--- config.mk ---
export PLATFORM = sky130hd
export DESIGN_NAME = kmap_sweep_ctrl
export DESIGN_NICKNAME = d
export VERILOG_FILES = /design/src/rtl/kmap_sweep_ctrl.sv
export SDC_FILE = /design/constraint.sdc
export NUM_CORES = 1
export LEC_CHECK = 0
export CAP_MARGIN = 20
export CORE_ASPECT_RATIO = 0.6
export CORE_MARGIN = 2
export CORE_UTILIZATION = 50
export DETAILED_ROUTE_END_ITERATION = 8
export PLACE_DENSITY_LB_ADDON = 0.05
export SLEW_MARGIN = 20
export SYNTH_ARGS = -nofsm -noshare
export SYNTH_HDL_FRONTEND = slang
export SYNTH_SLANG_ARGS = --single-unit
--- constraint.sdc ---
create_clock -name clk -period 4.1 [get_ports clk]
set_input_delay 0.82 -clock clk [delete_from_list [all_inputs] [get_ports clk]]
set_output_delay 0.82 -clock clk [all_outputs]
set_load 0.005 [all_outputs]
--- src/rtl/kmap_sweep_ctrl.sv ---
// Truth-table sweep controller: steps a 4-variable evaluator through all 16 input
// vectors, lets each settle, then captures f into a table with count and mismatch tracking.
module kmap_sweep_ctrl #(
    parameter int unsigned SETTLE = 1
) (
    input  logic        clk,
    input  logic        rst,
    input  logic        start,
    input  logic        abort,
    input  logic [15:0] exp_tt,
    input  logic        f_in,
    output logic        x1,
    output logic        x2,
    output logic        x3,
    output logic        x4,
    output logic        busy,
    output logic        done,
    output logic [15:0] tt,
    output logic [4:0]  ones,
    output logic        mismatch,
    output logic [3:0]  err_idx
);

    typedef enum logic [1:0] {
        S_IDLE   = 2'd0,
        S_WAIT   = 2'd1,
        S_SAMPLE = 2'd2,
        S_FIN    = 2'd3
    } state_t;

    localparam logic [3:0] SETTLE_LAST = 4'(SETTLE - 1);

    state_t      r_state;
    logic [3:0]  r_idx;
    logic [3:0]  r_cnt;
    logic [15:0] r_tt;
    logic [4:0]  r_ones;
    logic        r_mis;
    logic [3:0]  r_err;
    logic        r_busy;
    logic        r_done;

    always_ff @(posedge clk or posedge rst) begin
        if (rst) begin
            r_state <= S_IDLE;
            r_idx   <= 4'd0;
            r_cnt   <= 4'd0;
            r_tt    <= 16'd0;
            r_ones  <= 5'd0;
            r_mis   <= 1'b0;
            r_err   <= 4'd0;
            r_busy  <= 1'b0;
            r_done  <= 1'b0;
        end else begin
            r_done <= 1'b0;
            // Abort keeps the partial capture so software can inspect how far the sweep got.
            if (abort) begin
                r_state <= S_IDLE;
                r_busy  <= 1'b0;
                r_cnt   <= 4'd0;
            end else begin
                case (r_state)
                    S_IDLE: begin
                        if (start) begin
                            r_idx   <= 4'd0;
                            r_cnt   <= 4'd0;
                            r_tt    <= 16'd0;
                            r_ones  <= 5'd0;
                            r_mis   <= 1'b0;
                            r_err   <= 4'd0;
                            r_busy  <= 1'b1;
                            r_state <= S_WAIT;
                        end
                    end
                    S_WAIT: begin
                        if (r_cnt == SETTLE_LAST) begin
                            r_cnt   <= 4'd0;
                            r_state <= S_SAMPLE;
                        end else begin
                            r_cnt <= r_cnt + 4'd1;
                        end
                    end
                    S_SAMPLE: begin
                        r_tt[r_idx] <= f_in;
                        r_ones      <= r_ones + {4'd0, f_in};
                        if ((f_in != exp_tt[r_idx]) && !r_mis) begin
                            r_mis <= 1'b1;
                            r_err <= r_idx;
                        end
                        // idx parks at 15 after the last vector instead of wrapping.
                        if (r_idx == 4'd15) begin
                            r_busy  <= 1'b0;
                            r_done  <= 1'b1;
                            r_state <= S_FIN;
                        end else begin
                            r_idx   <= r_idx + 4'd1;
                            r_state <= S_WAIT;
                        end
                    end
                    S_FIN: begin
                        r_state <= S_IDLE;
                    end
                    default: begin
                        r_state <= S_IDLE;
                        r_busy  <= 1'b0;
                    end
                endcase
            end
        end
    end

    assign {x1, x2, x3, x4} = r_idx;
    assign busy     = r_busy;
    assign done     = r_done;
    assign tt       = r_tt;
    assign ones     = r_ones;
    assign mismatch = r_mis;
    assign err_idx  = r_err;

endmodule

Word-level counts from Yosys, hierarchy flattened
Index checks and enable logic that the tools add are counted.
{"block": "word_totals", "reg_bits": 38, "input_bits": 21, "out_inout_bits": 32, "elab_cells": 72}
{"block": "op_classes", "add_sub_neg": 3, "n_lt_le_gt_ge": 2, "eq_ne": 11, "n_mux": 32, "bitwise_logic": 1, "n_reduce_logical": 14}
{"operator": "16-bit case mux with 2 select lines", "n": 1}
{"operator": "4-bit case mux with 2 select lines", "n": 3}
{"operator": "4-bit two-way mux", "n": 5}
{"operator": "16-bit bitwise mux", "n": 1}
{"operator": "16-bit two-way mux", "n": 1}
{"operator": "1-bit two-way mux", "n": 10}
{"operator": "5-bit case mux with 2 select lines", "n": 1}
{"operator": "3-bit inequality test, second input constant", "n": 3}
{"operator": "4-bit by 1-bit adder with 4-bit output, second input constant", "n": 2}
{"operator": "2-bit two-way mux", "n": 4}
{"operator": "2-bit case mux with 4 select lines", "n": 1}
{"operator": "4-bit AND reduction", "n": 2}
{"operator": "2-bit inequality test, second input constant", "n": 3}
{"operator": "3-bit AND reduction", "n": 2}
{"operator": "3-bit nonzero test", "n": 2}
{"operator": "5-bit by 1-bit adder with 5-bit output", "n": 1}
{"operator": "4-bit by 5-bit < comparator with 1-bit output, second input constant", "n": 1}
{"operator": "5-bit two-way mux", "n": 1}
{"operator": "1-bit binary-select mux with 4-bit select", "n": 1}
{"operator": "1-bit demux with 4-bit select", "n": 1}
{"operator": "2-bit equality test, second input constant", "n": 2}
{"operator": "4-bit equality test, second input constant", "n": 1}
{"operator": "4-bit by 1-bit >= comparator with 1-bit output, second input constant", "n": 1}
{"operator": "4-bit zero test", "n": 1}
{"operator": "9 further kinds", "n": 12}

Logic depth before layout (Yosys ltp)
Gate-level depths: netlist of the first run.
{"block": "logic_depth", "word_depth": 6, "depth_mapped": 7}

Least setup slack after synthesis of the first run
No wires, ideal clock.
{"block": "synth_path", "path_kind": "input-to-reg", "start": "in exp_tt[15]", "end": "reg r_err[1], in the netlist err_idx[1]", "setup_time_ns": 0.121, "t_arrival_ns": 2.246, "t_required_ns": 3.979, "slack_ns": 1.733, "path_stages": 5, "n_path_buf": 0, "path_cell_list": "mux4_2 > mux4_2 > xor2_1 > a21oi_2 > a22o_1"}
{"block": "synth_between", "elab_chain_len": 6}
{"element": "start, declared", "line_no": "10", "text": "input logic [15:0] exp_tt,"}
{"element": "1-bit binary-select mux with 4-bit select", "line_no": "86", "text": "if ((f_in != exp_tt[r_idx]) && !r_mis) begin"}
{"element": "1-bit two-way mux (implied by the code)", "line_no": "86"}
{"element": "1-bit inequality test", "line_no": "86"}
{"element": "1-bit logical AND", "line_no": "86"}
{"element": "2-bit inequality test (no source line)"}
{"element": "4-bit AND reduction (no source line)"}
{"element": "end signal, assigned", "line_no": "88", "text": "r_err <= r_idx;"}
{"element": "end, declared", "line_no": "39", "text": "logic [3:0] r_err;"}
No other way between the ends. The select of a mux whose other input is x is not followed.
A chain may end at the register's enable or synchronous reset.

Final worst setup path of the first run
{"block": "layout_path", "start": "reg r_idx[2]", "end": "reg r_err[3], in the netlist err_idx[3]"}
{"block": "layout_between", "elab_chain_len": 6}
{"element": "start, declared", "line_no": "34", "text": "logic [3:0] r_idx;"}
{"element": "start signal, assigned", "line_no": "96", "text": "r_idx <= r_idx + 4'd1;"}
{"element": "1-bit binary-select mux with 4-bit select", "line_no": "86"}
{"element": "1-bit two-way mux (implied by the code)", "line_no": "86"}
{"element": "1-bit inequality test", "line_no": "86"}
{"element": "1-bit logical AND", "line_no": "86"}
{"element": "2-bit inequality test (no source line)"}
{"element": "4-bit AND reduction (no source line)"}
No other way between the ends. The select of a mux whose other input is x is not followed.

==> results_dict.tcl, run 1 <==
set metrics [dict create \
    status "completed" \
    met1_length_um 2544 \
    clock_latency_ps 290 \
    crit_chain "mux4_2 > mux4_2 > xor2_1 > a21oi_2 > a22o_1" \
    synth_top_area_share_pct 45.59 \
    rr_worst_depth 5 \
    drtPass1Iterations 4 \
    cts_root_buf "clkbuf_8" \
    syn_to_final_growth_pct 30.53 \
    max_clock_freq_mhz 380.7 \
    core_region_area_um2 4054 \
    vdd_drop_max_mv 0.2042 \
    slowest_delay_ps 840 \
    maxCapViolCount 0 \
    gr-total-overflow 0 \
    fin_util_pct 67.16 \
    synth-seq-area-share_pct 45.59 \
    multiInputGateArea_um2 1056 \
    post_cts_buffers 0 \
    avgViaCountPerCell 5.655 \
    die_h_um 54.03 \
    crit_top_cell "mux4_2" \
    ys_seq_elements 38 \
    path_depth 5 \
    first_global_vias 1631 \
    grt_usage_pct 22.15 \
    clk_pin_slew_ps 70 \
    fin_crit_ps 2627 \
    seqCellArea_um2 950.9 \
    grt_max_degree 39 \
    place_hpwl_um 3514 \
    num_vias 1787 \
    cts.repair.resized 0 \
    crit_family "multiplexers" \
    drt_iter0_drc 83 \
    finalCritPeriodShare_pct 64.07 \
    wl_met3_um 214 \
    fin_nets 294 \
    ios 53 \
    antenna_found_initial 0 \
    regToRegStartpoint "r_idx[2]" \
    final_antenna_net_count 0 \
    drc_errors 0 \
    p_leak_uw 0.001163 \
    synth_area_per_cell_um2 9.612 \
    insertedDiodeCount 0 \
    critPathKind "flop to flop" \
    setup_violations 0 \
    cts_sinks 38 \
    syn-num-nets 246 \
    die_area_um2 4721 \
    wl_per_cell_um 15.27 \
    initial_core_util_pct 51.45 \
    htree_levels 2 \
    cp-start-kind "flop" \
    critPathRequiredTime_ps 4270 \
    num_rows 18 \
    skew_ps 11.51 \
    topRoutingLayerUsed "met4" \
    hold_viol 0 \
    final.setup.tns_ps 0 \
    clock_path_buffers 2 \
    synth.distinct_cells 35 \
    hp-class "flop to flop" \
    cts_tree "yes" \
    port_buffers 52 \
    maxSlewViolCount 0 \
    arrival_ps 2800 \
    yosys.area.top_type "dfrtp_1" \
    whs_endpoint "err_idx[0]" \
    crit_path_end_kind "flop" \
    worst_pin_slew_ps 763.5 \
    wl_met2_um 2036 \
    totalWireLength_um 4825 \
    gp_congestion 0.7928 \
    slew_headroom_pct 49.10 \
    r2r_end "err_idx[3]" \
    dieWidth_um 87.38 \
    critical_path.max_fanout 20 \
    drive_above_1_share_pct 7.519 \
    ctsHoldBuffers 0 \
    ys_warn_count 0 \
    ff2ff_setup_slack_ps 1470 \
    cp_slowest_cell "dfrtp_1" \
    netlist_area_um2 2086 \
    nFillCells 326 \
    rsz0062_at_grt "no" \
    netlist_instances 217 \
    hold_depth 1 \
    pwr_density_cell_nw_per_um2 271.1 \
    numCtsBuffers 5 \
    synth_area_leaders "dfrtp_1 (46%), o21ai_1 (9.1%), mux4_2 (7.6%)" \
    worstHoldStart "err_idx[0]" \
    worst-path-buf-inv 0 \
    grt_pass1_wl_um 7893 \
]
logic make-up after synthesis:
group / synth area share [%]
AOI/OAI and AO/OA: 20.40
buffers and inverters: 3.959
muxes: 8.998
adders and majority gates: 4.799
DFF: 45.59
xor gates and xnor gates: 2.100
and+or+nand+nor: 14.16
area by class of cell:
| class | count | area share [%] |
|---|---|---|
| clock buffer | 7 | 3.171 |
| sequential | 38 | 34.93 |
| tap | 50 | 2.298 |
| multi-input combinational | 159 | 38.79 |
| inverter | 7 | 0.9651 |
| timing repair buffer | 54 | 19.67 |
| clock inverter | 1 | 0.1838 |
worst reg2reg max path: stages, from the launching register on:
cell and delay, ps:
dfrtp_1 840, mux4_2 600, mux4_2 490, xor2_1 230, a21oi_2 120, a22o_1 240
worst max-delay path by stage:
stage | from | end
after detailed placement | exp_tt[12] | err_idx[1]
final | r_idx[2] | err_idx[3]
after global routing | r_idx[2] | err_idx[1]
after global placement | exp_tt[7] | err_idx[1]
after floorplan | exp_tt[15] | err_idx[1]
after CTS | r_idx[2] | err_idx[1]
routing by layer:
metal,vias up,GRT usage (%)
li1,886,-
met1,841,33.40
met2,55,32.70
met3,5,5.215
met4,0,4.359
met5,-,0
sequential cells by signal, indices dropped and copies added, names as in the netlist:
signal / cells
err_idx: 4
r_state: 2
ones: 5
r_cnt: 4
done: 1
busy: 1
mismatch: 1
r_idx: 4
tt: 16
cells in the final DEF (no fill, tap or decap), types with 2 or more instances in the layout:
cell type / synthesis / routed
clkbuf_8: 0 / 6
a211oi_1: 2 / 2
clkdlybuf4s50_1: 0 / 52
o21ai_1: 38 / 37
nor2_1: 13 / 13
a31oi_1: 3 / 3
dfrtp_1: 38 / 38
buf_4: 0 / 2
ha_1: 8 / 8
xor2_1: 2 / 2
a32o_1: 2 / 2
a22o_1: 3 / 3
xnor2_1: 3 / 3
a21oi_1: 15 / 15
inv_1: 6 / 6
nand2_1: 16 / 16
mux2i_1: 3 / 3
nor2b_1: 5 / 5
nand4_1: 2 / 2
o21ai_0: 4 / 4
nor3_1: 4 / 4
mux4_2: 7 / 7
nand2b_1: 6 / 6
nand3_1: 13 / 13
Yosys cell counts:
master,n
clkbuf_1,10
and2_1,1
a22o_1,3
o21ai_1,38
nand2_1,16
mux2i_1,3
a41o_1,1
a21oi_1,15
buf_1,2
nor3b_1,1
a32o_1,2
nand3_1,13
nor2b_1,5
nor3_1,4
inv_2,1
xnor2_1,3
mux4_2,7
a211o_1,1
o21bai_1,1
nand2b_1,6
inv_1,6
xor2_1,2
o21a_1,1
dfrtp_1,38
a31oi_1,3
nand4_1,2
buf_6,1
o21ai_0,4
a41oi_1,1
nor2_1,13
or2_2,1
ha_1,8
a32oi_1,1
a211oi_1,2
a21oi_2,1
where the power goes:
part | leakage, µW | switching, µW | internal [µW]
Combinational | 0.000588 | 45.0 | 43.7
Sequential | 0.000527 | 7.95 | 380
Clock | 0.0000482 | 126 | 136
Total | 0.00116 | 179 | 559
per-stage QoR:
step | power (µW) | setup WS, ps | hold slack [ps] | instance area, µm² | std cells
final | 738.1 | 1473 | 490.2 | 2723 | 316
after global routing | 771.0 | 1323 | 523.2 | 2723 | 316
after CTS | 746.0 | 1465 | 497.8 | 2723 | 316
after detailed placement | 483.2 | 1187 | 470.1 | 2631 | 308
after global placement | 481.9 | 1249 | 477.1 | 2631 | 308
after floorplan | 441.2 | 1733 | 462.1 | 2086 | 217
Note: power is estimated with default switching activity, not from simulation.
==> run 2, diff against run 1 <==
--- a/config.mk
+++ b/config.mk
@@ -8,7 +8,7 @@
 export CAP_MARGIN = 20
 export CORE_ASPECT_RATIO = 0.6
 export CORE_MARGIN = 2
-export CORE_UTILIZATION = 50
+export CORE_UTILIZATION = 44
 export DETAILED_ROUTE_END_ITERATION = 8
 export PLACE_DENSITY_LB_ADDON = 0.05
 export SLEW_MARGIN = 20
==> constraint.sdc (replaced) <==
create_clock -name clk -period 2.4 [get_ports clk]
set_input_delay 0.48 -clock clk [delete_from_list [all_inputs] [get_ports clk]]
set_output_delay 0.48 -clock clk [all_outputs]
set_load 0.005 [all_outputs]
==> run 2 against run 1 <==
  * Sequential share of layout area shrank 0.86 points
  * Core utilization shrank 6.0 points
  * Global-route usage shrank 0.99 points
  * Worst hold slack gained 6.2 ps
  * Total power grew 72%
  * Critical path type is now input port to flop
  * Critical endpoint unchanged
  * Largest cell class unchanged
==> results_dict.tcl, run 2 (synthesized netlist as in run 1, its figures left out) <==
set metrics [dict create \
    htree_levels 2 \
    layout.cells.most_common_list "clkdlybuf4s50_1 (52), dfrtp_1 (38), o21ai_1 (37)" \
    critPathLaunch "exp_tt[13]" \
    port_buffers 52 \
    ctsHoldBuffers 0 \
    crit_path_end_kind "flop" \
    final_cell_area_um2 2791 \
    wl_per_cell_um 15.11 \
    syn_to_final_growth_pct 33.83 \
    rr_worst_depth 5 \
    place_hpwl_um 3734 \
    maxSlewViolCount 0 \
    grt_usage_pct 21.16 \
    clk_pin_slew_ps 70 \
    clock_path_buffers 2 \
    gr-total-overflow 0 \
    first_global_vias 1716 \
    setup_violations 0 \
    grt_max_degree 39 \
    drt_iter0_drc 102 \
    post_cts_buffers 0 \
    vdd_drop_max_mv 0.3425 \
    critPathRequiredTime_ps 2580 \
    drtPass1Iterations 4 \
    worst_pin_slew_ps 469.8 \
    drive_above_1_share_pct 9.890 \
    dieWidth_um 92.89 \
    num_vias 1827 \
    num_rows 19 \
    r2r_end "err_idx[3]" \
    die_area_um2 5325 \
    place_inst 328 \
    gp_congestion 0.8047 \
    antenna_found_initial 0 \
    cp-start-kind "input port" \
    cts_tree "yes" \
    critical_path.max_fanout 4 \
    largest_reg_flops 16 \
    cts_root_buf "clkbuf_8" \
    core_region_area_um2 4564 \
    finalCritPeriodShare_pct 94.93 \
    die_h_um 57.33 \
    arrival_ps 2460 \
    hold_depth 2 \
    ff2ff_setup_slack_ps 170 \
    max_clock_freq_mhz 438.9 \
    worstHoldStart "tt[14]" \
    numCtsBuffers 5 \
    fin_crit_ps 2278 \
    avgViaCountPerCell 5.438 \
    fin_nets 301 \
    hp-class "flop to flop" \
    regToRegStartpoint "r_idx[2]" \
    status "completed" \
    layoutNonFillerInstCount 336 \
    insertedDiodeCount 0 \
    clock_latency_ps 290 \
    rsz0062_at_grt "no" \
    slew_headroom_pct 68.68 \
    drc_errors 0 \
    cts_sinks 38 \
    hold_viol 0 \
    final_antenna_net_count 0 \
    skew_ps 5.012 \
    whs_endpoint "tt[14]" \
    cts.repair.resized 0 \
    grt_pass1_wl_um 8645 \
    totalWireLength_um 5078 \
    ios 53 \
    initial_core_util_pct 45.70 \
    final_common_cell "clkdlybuf4s50_1" \
    p_leak_uw 0.001198 \
    pwr_density_cell_nw_per_um2 455.5 \
    nFillCells 410 \
    maxCapViolCount 0 \
    critPathKind "input port to flop" \
    placed_area_um2 2700 \
]
run 2: changes by cell type in the layout (fill, tap and decap cells not counted):
cell,change
buf_4,+7
run 2: per-stage QoR:
step / hold slack [ps] / TNS (ps) / total power (µW) / setup slack, ps / util, %
2_1_floorplan: 462.1 / 0 / 753.7 / 307.5 / -
3_3_place_gp: 478.7 / -469.8 / 830.8 / -111.5 / 59.16
3_5_place_dp: 480.5 / -737.8 / 832.8 / -171.5 / 59.16
4_1_cts: 499.6 / 0 / 1290 / 136.5 / 61.16
5_1_grt: 522.8 / 0 / 1344 / 63.50 / 61.16
6_report: 496.4 / 0 / 1272 / 121.8 / 61.16
run 2: layout make-up:
cell class              count  area, µm²  share of cell area, %
multi-input cells         159       1056                  37.83
flip-flops and latches     38      950.9                  34.07
repair buffers             61      588.1                  21.07
clock buffers               7      86.33                  3.093
well taps                  63      78.83                  2.824
inverters                   7      26.28                 0.9413
clock inverters             1      5.005                 0.1793
run 2: critical path, stage by stage:
cell and delay (ps):
clkdlybuf4s50_1 430, mux4_2 500, mux4_2 470, xor2_1 220, a21oi_2 120, a22o_1 240
run 2: where the power goes:
part | internal [µW] | total, µW | leakage [µW] | switching [µW]
clock | 232 | 451 | 0.0000482 | 220
sequential | 648 | 662 | 0.000527 | 13.6
combinational | 79.4 | 158 | 0.000622 | 78.8
run 2: worst max path at each step:
stage	to	slack [ps]	depth (start not counted)
final	err_idx[3]	120	6
after global routing	err_idx[3]	60	5
after CTS	err_idx[3]	140	6
after detailed placement	err_idx[3]	-170	6
after global placement	err_idx[1]	-110	6
after floorplan	err_idx[1]	310	6
run 2: metal layers:
metal | track usage [%] | vias up | wire length, µm
met1 | 34.83 | 855 | 2683
met5 | 0 | - | 0
met3 | 4.095 | 8 | 310
met2 | 28.26 | 65 | 2034
li1 | - | 899 | -
met4 | 5.462 | 0 | 50
